--- config.mk ---
export PLATFORM = sky130hd
export DESIGN_NAME = red_pitaya_dfilt_ctrl
export DESIGN_NICKNAME = d
export VERILOG_FILES = /design/src/rtl/red_pitaya_dfilt_pkg.sv /design/src/rtl/red_pitaya_dfilt_settle_cnt.sv /design/src/rtl/red_pitaya_dfilt_ctrl.sv
export SDC_FILE = /design/constraint.sdc
export NUM_CORES = 1
export LEC_CHECK = 0
export BUFFER_PORTS_ARGS = -buffer_cell sky130_fd_sc_hd__buf_2
export CAP_MARGIN = 20
export CORE_AREA = 2 2 155 127
export CTS_CLUSTER_SIZE = 10
export DETAILED_ROUTE_END_ITERATION = 7
export DIE_AREA = 0 0 157 129
export PLACE_DENSITY = 0.75
export SETUP_SLACK_MARGIN = 0.1
export SYNTH_ARGS = -nofsm -noshare
export SYNTH_HDL_FRONTEND = slang
export SYNTH_SLANG_ARGS = --single-unit
--- constraint.sdc ---
create_clock -name adc_clk_i -period 7.8 [get_ports adc_clk_i]
set_input_delay 1.56 -clock adc_clk_i [delete_from_list [all_inputs] [get_ports adc_clk_i]]
set_output_delay 1.56 -clock adc_clk_i [all_outputs]
set_load 0.01 [all_outputs]
--- src/rtl/red_pitaya_dfilt_pkg.sv ---
`default_nettype none
// ============================================================================
// Module      : red_pitaya_dfilt_pkg
// Description : Shared constants for the equalization-filter coefficient
//               sequencer: register map, field widths, coefficient defaults
//               and sequencer state encoding.
// Revision    : 1.0 - initial release
// ============================================================================
package red_pitaya_dfilt_pkg;

    localparam int AA_W = 18;
    localparam int CF_W = 25;

    localparam logic [2:0] ADDR_AA     = 3'd0;
    localparam logic [2:0] ADDR_BB     = 3'd1;
    localparam logic [2:0] ADDR_KK     = 3'd2;
    localparam logic [2:0] ADDR_PP     = 3'd3;
    localparam logic [2:0] ADDR_SETTLE = 3'd4;
    localparam logic [2:0] ADDR_FLUSH  = 3'd5;

    localparam logic [AA_W-1:0] AA_DEF   = '0;
    localparam logic [CF_W-1:0] BB_DEF   = '0;
    localparam logic [CF_W-1:0] KK_DEF_C = 25'h0FFFFFF;
    localparam logic [CF_W-1:0] PP_DEF   = '0;

    localparam logic [1:0] ST_RUN    = 2'd0;
    localparam logic [1:0] ST_APPLY  = 2'd1;
    localparam logic [1:0] ST_SETTLE = 2'd2;

    typedef enum logic [1:0] {
        RUN    = ST_RUN,
        APPLY  = ST_APPLY,
        SETTLE = ST_SETTLE
    } state_e;

endpackage
`default_nettype wire

--- src/rtl/red_pitaya_dfilt_settle_cnt.sv ---
`default_nettype none
// ============================================================================
// Module      : red_pitaya_dfilt_settle_cnt
// Description : Loadable down-counter. term_o flags the last decrementing
//               cycle (count at 1 while dec_i is high).
// Ports       : clk_i, rst_i (async, active high), load_i/load_val_i,
//               dec_i, term_o
// Revision    : 1.0 - initial release
// ============================================================================
module red_pitaya_dfilt_settle_cnt #(
    parameter int CNT_W = 16
) (
    input  logic             clk_i,
    input  logic             rst_i,
    input  logic             load_i,
    input  logic [CNT_W-1:0] load_val_i,
    input  logic             dec_i,
    output logic             term_o
);

    logic [CNT_W-1:0] cnt_q;

    always_ff @(posedge clk_i or posedge rst_i) begin
        if (rst_i) begin
            cnt_q <= '0;
        end else if (load_i) begin
            cnt_q <= load_val_i;
        end else if (dec_i && (cnt_q != '0)) begin
            cnt_q <= cnt_q - CNT_W'(1);
        end
    end

    assign term_o = dec_i && (cnt_q == CNT_W'(1));

endmodule
`default_nettype wire

--- src/rtl/red_pitaya_dfilt_ctrl.sv ---
`default_nettype none
// ============================================================================
// Module      : red_pitaya_dfilt_ctrl
// Description : Coefficient sequencer and output guard for the equalization
//               filter. Bus writes go to shadow registers; a commit copies
//               them atomically to the active set, optionally pulses the
//               filter reset, and blanks the output for a settle time.
// Ports       : adc_clk_i/adc_rst_i        clock, async active-high reset
//               wr_stb_i/wr_addr_i/wr_data_i  shadow register writes
//               commit_i                     apply shadow set
//               flt_dat_i                    filter output sample
//               cfg_{aa,bb,kk,pp}_o          active coefficients
//               flt_rstn_o                   filter reset (active low)
//               adc_dat_o                    guarded sample
//               busy_o / settled_o           status
// Option      : RED_PITAYA_DFILT_CTRL_RAW_EN adds adc_raw_i, passed through
//               while blanked instead of holding the last sample.
// Revision    : 1.0 - initial release
// ============================================================================
module red_pitaya_dfilt_ctrl
    import red_pitaya_dfilt_pkg::*;
#(
    parameter int              CNT_W      = 16,
    parameter int              SETTLE_DEF = 64,
    parameter logic [CF_W-1:0] KK_DEF     = KK_DEF_C
) (
    input  logic            adc_clk_i,
    input  logic            adc_rst_i,
    input  logic            wr_stb_i,
    input  logic [2:0]      wr_addr_i,
    input  logic [CF_W-1:0] wr_data_i,
    input  logic            commit_i,
    input  logic [13:0]     flt_dat_i,
`ifdef RED_PITAYA_DFILT_CTRL_RAW_EN
    input  logic [13:0]     adc_raw_i,
`endif
    output logic [AA_W-1:0] cfg_aa_o,
    output logic [CF_W-1:0] cfg_bb_o,
    output logic [CF_W-1:0] cfg_kk_o,
    output logic [CF_W-1:0] cfg_pp_o,
    output logic            flt_rstn_o,
    output logic [13:0]     adc_dat_o,
    output logic            busy_o,
    output logic            settled_o
);

    state_e           state_q, state_d;
    logic [AA_W-1:0]  aa_sh_q, aa_q;
    logic [CF_W-1:0]  bb_sh_q, bb_q, kk_sh_q, kk_q, pp_sh_q, pp_q;
    logic [CNT_W-1:0] settle_q;
    logic             flush_q, flush_d;
    logic             flt_rstn_q, busy_q, settled_q;
    logic [13:0]      adc_q;
    logic             cnt_term;

    red_pitaya_dfilt_settle_cnt #(.CNT_W(CNT_W)) u_settle_cnt (
        .clk_i      (adc_clk_i),
        .rst_i      (adc_rst_i),
        .load_i     (state_q == APPLY),
        .load_val_i (settle_q),
        .dec_i      (state_q == SETTLE),
        .term_o     (cnt_term)
    );

    // A flush write in the commit cycle must already govern the APPLY pulse.
    always_comb begin
        flush_d = flush_q;
        if (wr_stb_i && (wr_addr_i == ADDR_FLUSH)) begin
            flush_d = wr_data_i[0];
        end
    end

    // Commit outranks settle completion; commits during APPLY are dropped.
    always_comb begin
        state_d = state_q;
        case (state_q)
            RUN:     if (commit_i) state_d = APPLY;
            APPLY:   state_d = (settle_q != '0) ? SETTLE : RUN;
            SETTLE: begin
                if (commit_i)      state_d = APPLY;
                else if (cnt_term) state_d = RUN;
            end
            default: state_d = RUN;
        endcase
    end

    always_ff @(posedge adc_clk_i or posedge adc_rst_i) begin
        if (adc_rst_i) begin
            aa_sh_q  <= AA_DEF;
            bb_sh_q  <= BB_DEF;
            kk_sh_q  <= KK_DEF;
            pp_sh_q  <= PP_DEF;
            settle_q <= CNT_W'(SETTLE_DEF);
            flush_q  <= 1'b0;
        end else begin
            flush_q <= flush_d;
            if (wr_stb_i) begin
                case (wr_addr_i)
                    ADDR_AA:     aa_sh_q  <= wr_data_i[AA_W-1:0];
                    ADDR_BB:     bb_sh_q  <= wr_data_i;
                    ADDR_KK:     kk_sh_q  <= wr_data_i;
                    ADDR_PP:     pp_sh_q  <= wr_data_i;
                    ADDR_SETTLE: settle_q <= wr_data_i[CNT_W-1:0];
                    default: ;
                endcase
            end
        end
    end

    always_ff @(posedge adc_clk_i or posedge adc_rst_i) begin
        if (adc_rst_i) begin
            state_q    <= RUN;
            aa_q       <= AA_DEF;
            bb_q       <= BB_DEF;
            kk_q       <= KK_DEF;
            pp_q       <= PP_DEF;
            flt_rstn_q <= 1'b1;
            busy_q     <= 1'b0;
            settled_q  <= 1'b0;
            adc_q      <= '0;
        end else begin
            state_q <= state_d;
            // Active set takes the shadow as it stood during APPLY.
            if (state_q == APPLY) begin
                aa_q <= aa_sh_q;
                bb_q <= bb_sh_q;
                kk_q <= kk_sh_q;
                pp_q <= pp_sh_q;
            end
            // Status flags are computed from the next state so they line
            // up with the state register.
            flt_rstn_q <= ~((state_d == APPLY) && flush_d);
            busy_q     <= (state_d != RUN);
            settled_q  <= (state_d == RUN) && (state_q != RUN);
            if (state_q == RUN) begin
                adc_q <= flt_dat_i;
            end
`ifdef RED_PITAYA_DFILT_CTRL_RAW_EN
            else begin
                adc_q <= adc_raw_i;
            end
`endif
        end
    end

    assign cfg_aa_o   = aa_q;
    assign cfg_bb_o   = bb_q;
    assign cfg_kk_o   = kk_q;
    assign cfg_pp_o   = pp_q;
    assign flt_rstn_o = flt_rstn_q;
    assign adc_dat_o  = adc_q;
    assign busy_o     = busy_q;
    assign settled_o  = settled_q;

endmodule
`default_nettype wire

## Yosys cells after proc, flatten, opt, wreduce, memory -nomap -nowiden

Index checks and enable logic that the tools add are counted.

| word-level totals | value |
|---|---|
| register bits | 238 |
| memory bits (read-only) | 0 |
| memory bits (writable) | 0 |
| bits in latches | 0 |
| memories | 0 |
| word-level logic and storage cells | 53 |

| operators by class | value |
|---|---|
| add/subtract/negate cells | 1 |
| shifts and indexed selects | 0 |
| bitwise logic cells | 1 |
| reductions and logical operators | 18 |
| order comparisons | 0 |
| multiply operators | 0 |
| eq/ne operators | 9 |
| mux-type cells | 8 |
| divide/modulo/power cells | 0 |

Operators by type and width:

| kind | count |
|---|---|
| $mux W16 | 2 |
| $reduce_bool A16 Y1 | 2 |
| $eq A16 B1 Y1 const B | 1 |
| $sub A16 B1 Y16 const B | 1 |
| $reduce_and A2 Y1 | 5 |
| $mux W2 | 4 |
| $eq A3 B2 Y1 const B | 2 |
| $eq A3 B3 Y1 const B | 2 |
| $pmux W2 S3 | 1 |
| $reduce_bool A2 Y1 | 3 |
| $logic_and A1 B1 Y1 | 5 |
| $eq A2 B1 Y1 const B | 2 |
| $logic_not A2 Y1 | 2 |
| $eq A3 B1 Y1 const B | 1 |
| $logic_not A3 Y1 | 1 |
| $eq A2 B2 Y1 const B | 1 |
| $mux W1 | 1 |
| $not A1 Y1 | 1 |

## Longest topological paths before layout

| logic depth | value |
|---|---|
| depth in word-level cells | 8 |
| mapped depth | 8 |
| mapped depth without buffers | 7 |

## By module

Synthesis repeated with hierarchy kept, for this count alone.

| unflattened totals | value |
|---|---|
| cell total of the unflattened synthesis | 811 |
| area, all modules | 9577.9 um^2 |

Modules (own cells, without submodules):

| module | instances | area an instance (um^2) | cells an instance |
|---|---|---|---|
| red_pitaya_dfilt_ctrl | 1 | 8481.9 | 682 |
| red_pitaya_dfilt_settle_cnt | 1 | 1096.1 | 129 |

## Worst setup path after synthesis

OpenSTA, ideal clock, no wires.

| path | value |
|---|---|
| path type | input-to-reg |
| start | input wr_addr_i[0] |
| end | register settle_q[0] |
| data required time | 7.675 ns |
| library setup time | 0.125 ns |
| stages | 4 |
| setup slack | 4.775 ns |
| buffers on the path | 2 |
| data arrival time | 2.900 ns |
| path through | clkbuf_1 -> nor3_1 -> buf_2 -> mux2_2 |

| on the way | value |
|---|---|
| longest elaborated chain between the ends | 2 |

Ends and longest elaborated chain:

| element | line | RTL |
|---|---|---|
| start: declaration | red_pitaya_dfilt_ctrl.sv:30 | `input logic [2:0] wr_addr_i,` |
| $eq A3 B3 Y1 | red_pitaya_dfilt_ctrl.sv:98 | `case (wr_addr_i)` |
| $reduce_and A2 Y1 (no line) | -- |  |
| end signal: assignment | red_pitaya_dfilt_ctrl.sv:93 | `settle_q <= CNT_W'(SETTLE_DEF);` |
| end signal: assignment | red_pitaya_dfilt_ctrl.sv:103 | `ADDR_SETTLE: settle_q <= wr_data_i[CNT_W-1:0];` |
| end: declaration | red_pitaya_dfilt_ctrl.sv:50 | `logic [CNT_W-1:0] settle_q;` |

Every way passes these cells.
A chain may end at the register's enable or synchronous reset.

## Worst setup path after layout

| path | value |
|---|---|
| start | input wr_stb_i |
| end | register pp_sh_q[20] |

| on the way | value |
|---|---|
| longest elaborated chain between the ends | 1 |

Ends and longest elaborated chain:

| element | line | RTL |
|---|---|---|
| start: declaration | red_pitaya_dfilt_ctrl.sv:29 | `input logic wr_stb_i,` |
| $reduce_and A2 Y1 (no line) | -- |  |
| end signal: assignment | red_pitaya_dfilt_ctrl.sv:102 | `ADDR_PP: pp_sh_q <= wr_data_i;` |
| end: declaration | red_pitaya_dfilt_ctrl.sv:49 | `logic [CF_W-1:0] bb_sh_q, bb_q, kk_sh_q, kk_q, pp_sh_q, pp_q;` |

Every way passes these cells.

==> metrics <==
Final Slew Violations=0; Setup Skew=13.5 ps; pwr/cell area=329 mW/mm2; row cnt=45; Final Cell Area=0.0112 mm2; Wirelength per Cell=16.9 um; Hold WC Path Type=reg -> reg; largest net degree at the start of global routing=124; Post-synth EDFFs=0; CP arrival=3140 ps; Final Hold Viols=0; fin crit share=35.4%; final design utilization=60.2%; CTS Buf Count=27; fraction of registers with async set/reset=100%; Core ar.=0.0186 mm2; fillers=1537; Hold Path Stages=2; WHS Endpoint=cfg_kk_o[10]; port bufs=155; number of global-route vias before repair=6433; DRT iter0 DRCs=408; first-pass GRT wire length=34100 um; R2R depth=5; register area share after synthesis=64.1%; hpwl dp=13300 um; CTS Sinks=238; Relative slew margins=37.7%; maximum fanout along the worst path=25; Worst Tran Pin Value=934 ps; Final Critical Period=2760 ps; ant diodes=0; WP data required=8190 ps; status=finished, final reports clean; Synth area leader=dfrtp_1; Via density=5.19; area growth from synthesis to layout=19.5%; Max Clk Rate=363 MHz; post-CTS setup buffer count=0; top cells by area, synth=dfrtp_1 (50%), mux2_2 (15%), dfstp_2 (14%); most frequent cells in the layout=nand2_1 (296), dfrtp_1 (188), buf_2 (155), mux2_2 (124), dfstp_2 (50); Yosys warnings=0; drt drc=0; IO Count=156; Yosys cell types=39; crit path kind=in -> reg; DIE HEIGHT=129 um; Placed Area=0.0105 mm2; Synth Register Bits=238; critical path launch point type=input pin; Synth Flop Type=dfrtp_1; mapped cell area=0.00938 mm2; peak supply drop=0.000216 V; WL final=20800 um; Leakage=5.46 nW; Crit Reg-Reg Endpoint=u_settle_cnt.cnt_q[4]; CTS tree=done; reg2reg setup slack=5490 ps; synthesized instance count=802; post-CTS sizing=0; H-tree levels=1; Starting Density=50.3%; Clk Latency, worst-skew pair=520 ps; Nets=1005; Detail Route Antenna Nets=0; Critical R2R Launch=u_settle_cnt.cnt_q[8]; Die X=157 um; final setup vio count=0; share of cells above drive strength 1=38.6%; Avg Synthesized Cell Area=11.7 um2; antenna violations before repair=0; RSZ-0062 raised after global routing=false; post-route setup TNS=0 ps; hold_sp=kk_sh_q[10]; Setup crit end kind=register; most common cell after layout, fill and taps aside=nand2_1; GRT Residual Overflow=0; Worst-path clk slew=50 ps; syn nets=851; Pre-Repair DR Iteration Count=5; Clock Path Buffers=3; All-Layer GR Usage=21.2%; total power draw=0.00369 W; Root Buffer=clkbuf_16; routability congestion estimate=0.871; Die ar.=0.0203 mm2; total number of vias=6395; hold buffer count at CTS=0; max_cap viols=0; post-synth top area share=50.1%
[how the worst max path moves through the flow]
stage | start | end | slack (ps)
5_1_grt | adc_rst_i | cfg_pp_o[22] | 4830
6_report | wr_stb_i | pp_sh_q[20] | 5040
3_3_place_gp | wr_stb_i | pp_sh_q[5] | 4520
2_1_floorplan | adc_rst_i | aa_sh_q[0] | 3160
3_5_place_dp | wr_stb_i | pp_sh_q[14] | 4480
4_1_cts | wr_stb_i | pp_sh_q[14] | 5020
[power breakdown]
part	internal, W	switching, W
logic	0.000350	0.000414
registers	0.00161	0.000212
clock network	0.000645	0.000462
[Yosys cell counts, drive strengths merged (4+ instances only)]
library cell / n
a21o: 5
a21oi: 4
a221o: 4
buf: 12
clkbuf: 27
dfrtp: 188
dfstp: 50
inv: 4
mux2: 124
nand2: 296
nand3: 8
nand4: 7
nor2: 12
nor2b: 4
nor3: 5
nor4: 9
o21ai: 7
or3: 4
[flip-flops by register name (all words and copies together), names as in the netlist]
register            flops
kk_sh_q                25
flt_rstn_o              1
cfg_pp_o               25
settle_q               16
bb_sh_q                25
settled_o               1
cfg_aa_o               18
pp_sh_q                25
cfg_bb_o               25
state_q                 2
busy_o                  1
flush_q                 1
adc_dat_o              14
u_settle_cnt.cnt_q     16
aa_sh_q                18
cfg_kk_o               25
[metrics by stage]
step                worst slack (ps)  hold WS (ps)  cells
CTS                             5020           456   1232
floorplan                       3160           433    802
global route                    4830           469   1233
global placement                4520           441   1183
detailed placement              4480           447   1184
finish                          5040           452   1233
[logic make-up after synthesis]
logic type | after synthesis | share of synthesized area [%]
AND/OR/NAND/NOR | 361 | 16.1
flip-flops | 238 | 64.1
multiplexers | 124 | 14.9
buffers and inverters | 43 | 1.89
AO/OA/AOI/OAI | 31 | 2.44
adder cells (fa/ha/maj) | 3 | 0.400
XOR/XNOR | 2 | 0.187
[per-layer routing]
metal	vias to the layer above	global-route usage [%]	part of all wire (%)
li1	2979	-	-
met1	3192	31.3	47
met5	-	0	0
met2	191	32.5	46
met3	33	4.18	5.9
met4	0	5.13	1.8
[layout make-up]
type	instances	area (um2)	share of cell area [%]
clock buffers	48	754	6.73
inverters	4	18.8	0.167
multi-input cells	521	3220	28.8
flip-flops and latches	238	6020	53.7
well taps	258	323	2.88
repair buffers	164	876	7.81
[worst max-delay path: stages]
cell and delay (ps):
buf_2 90, nor2b_1 240, nand3_2 700, mux2_2 550
No activity file was read; power rests on OpenSTA's default activity.
